$ cat src/rtl/imsic_msi_wr_buffer.sv
// Buffered IMSIC MSI write decoder: bus writes -> (hart, file, identity) FIFO -> per-hart setipnum strobes.
// Optional feature: define IMSIC_MSI_BE_EN to decode page offset 0x004 as byte-swapped seteipnum_be.
module imsic_msi_wr_buffer #(
  parameter int                NR_HARTS   = 4,
  parameter int                NR_FILES   = 2,
  parameter int                NR_SRC     = 64,
  parameter int                ADDR_W     = 32,
  parameter logic [ADDR_W-1:0] M_BASE     = ADDR_W'(32'h2400_0000),
  parameter logic [ADDR_W-1:0] S_BASE     = ADDR_W'(32'h2800_0000),
  parameter int                FIFO_DEPTH = 4,
  localparam int               NR_SRC_W   = $clog2(NR_SRC)
) (
  input  logic                           i_clk,
  input  logic                           i_rst,
  input  logic                           i_req_valid,
  output logic                           o_req_ready,
  input  logic [ADDR_W-1:0]              i_req_addr,
  input  logic [31:0]                    i_req_data,
  output logic                           o_rsp_valid,
  input  logic                           i_rsp_ready,
  output logic                           o_rsp_err,
  input  logic [NR_HARTS-1:0]            i_file_busy,
  output logic [NR_HARTS*NR_SRC_W-1:0]   o_setipnum,
  output logic [NR_HARTS*NR_FILES-1:0]   o_setipnum_we,
  output logic [15:0]                    o_drop_cnt
);

  localparam int HART_W = (NR_HARTS > 1) ? $clog2(NR_HARTS) : 1;
  localparam int FILE_W = (NR_FILES > 1) ? $clog2(NR_FILES) : 1;
  localparam int PTR_W  = $clog2(FIFO_DEPTH);
  localparam int PG_W   = ADDR_W - 12;
  localparam int S_DIV  = (NR_FILES > 1) ? NR_FILES - 1 : 1;

  localparam logic [ADDR_W:0]   M_SIZE  = (ADDR_W+1)'(NR_HARTS) << 12;
  localparam logic [ADDR_W:0]   S_SIZE  = (ADDR_W+1)'(NR_HARTS * (NR_FILES - 1)) << 12;
  localparam logic [PG_W-1:0]   S_DIV_V = PG_W'(S_DIV);
  localparam logic [PTR_W:0]    FULL_V  = (PTR_W+1)'(FIFO_DEPTH);

  typedef struct packed {
    logic [HART_W-1:0]   h;
    logic [FILE_W-1:0]   f;
    logic [NR_SRC_W-1:0] id;
  } msi_t;

  // ---------------------------------------------------------------- decode
  logic [ADDR_W-1:0] w_m_off;
  logic [ADDR_W-1:0] w_s_off;
  logic              w_hit_m;
  logic              w_hit_s;
  logic              w_hit;
  logic [PG_W-1:0]   w_m_page;
  logic [PG_W-1:0]   w_s_page;
  logic [PG_W-1:0]   w_s_hq;
  logic [PG_W-1:0]   w_s_fr;
  logic [HART_W-1:0] w_dec_h;
  logic [FILE_W-1:0] w_dec_f;
  logic [11:0]       w_pg_off;
  logic              w_le_sel;
  logic              w_be_sel;
  logic [31:0]       w_ident;
  logic              w_id_sel;
  logic              w_id_ok;
  logic              w_unused;

  assign w_m_off  = i_req_addr - M_BASE;
  assign w_s_off  = i_req_addr - S_BASE;
  assign w_hit_m  = (i_req_addr >= M_BASE) && ({1'b0, w_m_off} < M_SIZE);
  assign w_hit_s  = (NR_FILES > 1) && (i_req_addr >= S_BASE) && ({1'b0, w_s_off} < S_SIZE);
  assign w_hit    = w_hit_m || w_hit_s;
  assign w_m_page = w_m_off[ADDR_W-1:12];
  assign w_s_page = w_s_off[ADDR_W-1:12];
  assign w_s_hq   = w_s_page / S_DIV_V;
  assign w_s_fr   = w_s_page % S_DIV_V;
  assign w_unused = ^{w_m_page, w_s_hq, w_s_fr};

  // M pages win if a parameterisation ever makes the two windows overlap.
  always_comb begin
    w_dec_h = '0;
    w_dec_f = '0;
    if (w_hit_m) begin
      w_dec_h = w_m_page[HART_W-1:0];
      w_dec_f = '0;
    end else begin
      w_dec_h = w_s_hq[HART_W-1:0];
      w_dec_f = w_s_fr[FILE_W-1:0] + FILE_W'(1);
    end
  end

  assign w_pg_off = i_req_addr[11:0];
  assign w_le_sel = (w_pg_off == 12'h000);

`ifdef IMSIC_MSI_BE_EN
  assign w_be_sel = (w_pg_off == 12'h004);
  assign w_ident  = w_be_sel ? {i_req_data[7:0], i_req_data[15:8],
                                i_req_data[23:16], i_req_data[31:24]}
                             : i_req_data;
`else
  assign w_be_sel = 1'b0;
  assign w_ident  = i_req_data;
`endif

  assign w_id_sel = w_hit && (w_le_sel || w_be_sel);
  assign w_id_ok  = (w_ident != 32'd0) && (w_ident < 32'(NR_SRC));

  // ---------------------------------------------------------------- handshake
  // Request: transfer when i_req_valid && o_req_ready at a rising edge; ready
  // depends only on registered state (and reset), never on i_req_valid.
  // Response: o_rsp_valid stays high until i_rsp_ready is sampled high; only
  // one response may be outstanding, so no new request is taken meanwhile.
  logic             r_rsp_pending;
  logic             r_rsp_err;
  logic [PTR_W-1:0] r_wr_ptr;
  logic [PTR_W-1:0] r_rd_ptr;
  logic [PTR_W:0]   r_count;
  logic             w_full;
  logic             w_empty;
  logic             w_req_ready;
  logic             w_accept;
  logic             w_push;
  logic             w_drop;
  logic             w_pop;
  msi_t             w_head;
  msi_t             r_mem [FIFO_DEPTH];

  assign w_full      = (r_count == FULL_V);
  assign w_empty     = (r_count == '0);
  assign w_req_ready = !i_rst && !r_rsp_pending && !w_full;
  assign w_accept    = i_req_valid && w_req_ready;
  assign w_push      = w_accept && w_id_sel && w_id_ok;
  assign w_drop      = w_accept && w_id_sel && !w_id_ok;
  assign w_head      = r_mem[r_rd_ptr];
  assign w_pop       = !w_empty && !i_file_busy[w_head.h];

  always_ff @(posedge i_clk) begin
    if (i_rst) begin
      r_rsp_pending <= 1'b0;
      r_rsp_err     <= 1'b0;
    end else if (w_accept) begin
      r_rsp_pending <= 1'b1;
      r_rsp_err     <= !w_hit;
    end else if (r_rsp_pending && i_rsp_ready) begin
      r_rsp_pending <= 1'b0;
      r_rsp_err     <= 1'b0;
    end
  end

  // ---------------------------------------------------------------- fifo
  always_ff @(posedge i_clk) begin
    if (w_push) begin
      r_mem[r_wr_ptr] <= '{h: w_dec_h, f: w_dec_f, id: w_ident[NR_SRC_W-1:0]};
    end
  end

  always_ff @(posedge i_clk) begin
    if (i_rst) begin
      r_wr_ptr <= '0;
      r_rd_ptr <= '0;
      r_count  <= '0;
    end else begin
      if (w_push) r_wr_ptr <= r_wr_ptr + PTR_W'(1);
      if (w_pop)  r_rd_ptr <= r_rd_ptr + PTR_W'(1);
      case ({w_push, w_pop})
        2'b10:   r_count <= r_count + (PTR_W+1)'(1);
        2'b01:   r_count <= r_count - (PTR_W+1)'(1);
        default: r_count <= r_count;
      endcase
    end
  end

  // ---------------------------------------------------------------- drop counter
  logic [15:0] r_drop_cnt;

  always_ff @(posedge i_clk) begin
    if (i_rst) begin
      r_drop_cnt <= '0;
    end else if (w_drop && (r_drop_cnt != 16'hFFFF)) begin
      r_drop_cnt <= r_drop_cnt + 16'd1;
    end
  end

  // ---------------------------------------------------------------- drain outputs
  logic [NR_HARTS*NR_SRC_W-1:0] w_set_nxt;
  logic [NR_HARTS*NR_FILES-1:0] w_we_nxt;
  logic [NR_HARTS*NR_SRC_W-1:0] r_setipnum;
  logic [NR_HARTS*NR_FILES-1:0] r_setipnum_we;

  // Only the popped hart's slice carries an identity; all others stay zero.
  always_comb begin
    w_set_nxt = '0;
    w_we_nxt  = '0;
    if (w_pop) begin
      for (int h = 0; h < NR_HARTS; h++) begin
        if (w_head.h == HART_W'(h)) begin
          w_set_nxt[h*NR_SRC_W +: NR_SRC_W] = w_head.id;
          for (int f = 0; f < NR_FILES; f++) begin
            if (w_head.f == FILE_W'(f)) w_we_nxt[h*NR_FILES + f] = 1'b1;
          end
        end
      end
    end
  end

  always_ff @(posedge i_clk) begin
    if (i_rst) begin
      r_setipnum    <= '0;
      r_setipnum_we <= '0;
    end else begin
      r_setipnum    <= w_set_nxt;
      r_setipnum_we <= w_we_nxt;
    end
  end

  assign o_req_ready   = w_req_ready;
  assign o_rsp_valid   = r_rsp_pending;
  assign o_rsp_err     = r_rsp_err;
  assign o_setipnum    = r_setipnum;
  assign o_setipnum_we = r_setipnum_we;
  assign o_drop_cnt    = r_drop_cnt;

endmodule

$ cat config.mk
export PLATFORM = sky130hd
export DESIGN_NAME = imsic_msi_wr_buffer
export DESIGN_NICKNAME = d
export VERILOG_FILES = /design/src/rtl/imsic_msi_wr_buffer.sv
export SDC_FILE = /design/constraint.sdc
export NUM_CORES = 1
export LEC_CHECK = 0
export BUFFER_PORTS_ARGS = -buffer_cell sky130_fd_sc_hd__buf_2
export CORE_MARGIN = 10
export CORE_UTILIZATION = 43
export CTS_CLUSTER_DIAMETER = 60
export DETAILED_ROUTE_END_ITERATION = 10
export PLACE_DENSITY = 0.67
export SKIP_LAST_GASP = 1
export SLEW_MARGIN = 20
export SYNTH_ARGS = -nofsm -noshare
export SYNTH_HDL_FRONTEND = slang
export SYNTH_SLANG_ARGS = --single-unit
$ cat constraint.sdc
create_clock -name i_clk -period 3.7 [get_ports i_clk]
set_clock_uncertainty 0.2 [all_clocks]
set_input_delay 0.74 -clock i_clk [delete_from_list [all_inputs] [get_ports i_clk]]
set_output_delay 0.74 -clock i_clk [all_outputs]
set_load 0.02 [all_outputs]
==> impl_metrics.ini <==
[critical_path]
critPathKind = reg -> reg
slowest_delay_ns = 0.59
arrival_ns = 3.41
cp_cell_sequence = mux2_2 > nand4_1 > o311ai_0 > a311oi_2 > ha_1 > inv_1 > fa_1 > xor2_1 > or3_1 > a21oi_1
worst_path_max_delay_cell = dfxtp_1
crit_required_ns = 3.79
critPathTopFamily = compound AO/OA/AOI/OAI gates
critPathLaunchType = register
critPathCaptureType = register
path_max_fanout = 9
cp.buffers_inverters = 1

[die]
fp.coreArea_sq_um = 8760
fp.dieW_um = 115
fp.dieH_um = 115
start_util_pct = 44.2
num_rows = 34
ios = 123
dieArea_sq_um = 13200

[clock_network]
cts_hold_buf = 0
clockRootBuffer = clkbuf_8
cts_tree = done
cts_buffer_depth = 2
cts_resized = 0
htreeDepth = 3
clkLatencyLatePin_ns = 0.36
cts.clk_slew.worst_paths_ns = 0.11
cts_made_buffers = 9
clock_sinks = 95
postCtsSetupBuffers = 0

[grt]
overflow = 0
grt_pass1_vias = 3020
grt_max_degree = 29
grtUsageTotal_pct = 13.1
grt_pass1_wl_mm = 14.2
antenna_found_initial = 0

[routing]
postRouteAntennaNets = 0
dr.max_layer_used = met4
via_per_inst = 5.17
dr.pass1.iters = 4
drt-total-wl_mm = 8.83
drt-met1-wl_mm = 3.93
drt_iter0_drc = 115
wl_per_cell_um = 15.4
wl_met2_mm = 3.93
via_count = 2962
wl_met3_um = 869
remaining_drc_errors = 0

[finish]
final_common_cell = buf_2
n_fill_cell = 764
antennaDiodeCount = 0
final_cells = 573
drive_above_1_share_pct = 35.9
areaGrowthSynthToFinish_pct = 25.1
layout_common_cells = 122 x buf_2, 59 x dfxtp_1, 36 x edfxtp_1
multi_input_area_sq_um = 1530
register_area_sq_um = 2260
nets = 541
fin_util_pct = 55.3

[timing]
finalSetupTns_ns = 0
clock.fmax_mhz = 301
slew_viol_final = 0
tightest_slew_ns = 0.591
setup_violations = 0
min_period_ns = 3.32
rsz0062_at_grt = false
finalHoldViolations = 0
slew_headroom_pct = 60.1
fin_crit_sh_pct = 89.7

[yosys]
synth_nets = 409
synthTopCellsByArea = dfxtp_1 30%, edfxtp_1 28%, mux4_2 4.6%
netlist.area_leader.share_pct = 30.5
yosysUniqueCellTypes = 48
synth_edf_count = 36
yosys_warnings = 0
ys_async_sr_fraction_pct = 0
ys.flop_type = dfxtp_1
synth_largest_area_cell = dfxtp_1
syn_area_sq_um = 3880
ys_seq_area_share_pct = 58.4
synth_area_per_cell_sq_um = 11.8
synth-seq-cells = 95
syn_inst = 328

[place]
gp_congestion = 0.793
io_buffers = 122
dp.cells = 557
dp_hpwl_mm = 6.90

[pwr]
p_leak_nw = 1.97
p_per_area_nw_per_um2 = 382
peakVddDrop_mv = 0.209

[run_status]
status = complete, no violations

[worst_hold_path]
hold_path_startpoint = o_rsp_err
hold_class = reg -> reg

[flow_run]
maxCapViolations = 0
-- final cells by class --
| type | instances | share of cell area (%) |
|---|---|---|
| inverter | 12 | 0.929 |
| multi-input combinational | 212 | 31.5 |
| tap | 108 | 2.79 |
| clock inverter | 7 | 1.73 |
| clock buffer | 9 | 2.55 |
| timing repair buffer | 130 | 13.8 |
| sequential | 95 | 46.7 |
-- per-stage QoR --
step | cell area [sq um] | total power [mW] | worst slack (ns) | hold WS (ns)
after detailed placement | 4640 | 1.19 | 0.0522 | 0.284
after global placement | 4640 | 1.19 | 0.180 | 0.277
after global routing | 4850 | 1.91 | 0.125 | 0.333
after floorplan | 3880 | 1.13 | 0.278 | 0.263
final | 4850 | 1.85 | 0.380 | 0.297
after CTS | 4850 | 1.87 | 0.331 | 0.304
-- metal layers --
| metal | up-vias | track usage (%) |
|---|---|---|
| met5 | - | 0 |
| met4 | 0 | 4.29 |
| met3 | 9 | 5.94 |
| met2 | 120 | 20.8 |
| met1 | 1360 | 15.6 |
| li1 | 1473 | - |
-- final timing paths --
check        depth (start not counted)          to  slack (ns)
max reg2reg                         10  r_count[2]        0.38
min reg2reg                          2   o_rsp_err        0.30
min                                  2   o_rsp_err        0.30
max                                 10  r_count[2]        0.38
-- worst register-to-register path, delay by kind of cell, from the launching register on --
kind | cells | cell delay, ns
AO/OA/AOI/OAI | 3 | 0.82
adder cells (fa/ha/maj) | 2 | 0.64
flip-flops | 1 | 0.59
AND/OR/NAND/NOR | 2 | 0.41
multiplexers | 1 | 0.40
XOR/XNOR | 1 | 0.15
buffers and inverters | 1 | 0.06
-- synthesized netlist by cell type, drive strengths merged (2+ instances only) --
library cell	n
and4	3
clkbuf	4
nand3b	3
nand2	16
nand4	3
or4b	2
dfxtp	59
o21ai	13
mux4	8
buf	5
nor3b	2
xor2	3
edfxtp	36
mux2i	5
ha	8
and3	4
mux2	3
or3	15
nor4	17
or4	3
nor3	3
a21oi	21
o31ai	2
and2	26
nand3	12
inv	12
or2	2
nor2	14
nor2b	9
a21bo	2
-- power by group --
group          internal, mW  switching (mW)  leakage [nW]  total [mW]
Combinational        0.0394          0.0391          1.06      0.0785
Clock                 0.273           0.413         0.105       0.687
Sequential             1.08         0.00158         0.810        1.09
-- cell families after synthesis --
kind of cell / count (synthesis) / share of synthesized area [%]
AO/OA/AOI/OAI: 45 / 7.10
multiplexers: 16 / 6.81
buffers and inverters: 21 / 2.23
XOR/XNOR: 4 / 0.904
AND/OR/NAND/NOR: 138 / 21.5
flip-flops: 95 / 58.4
adder cells (fa/ha/maj): 9 / 3.10
-- sequential cells by signal, summed over array words and instances (netlist names), named ones only --
register       cells
r_wr_ptr           2
r_count            3
o_setipnum_we      8
o_drop_cnt        16
r_rd_ptr           2
o_rsp_valid        1
r_mem             36
o_rsp_err          1
o_setipnum        24
Power figures use the tool's default switching activity.
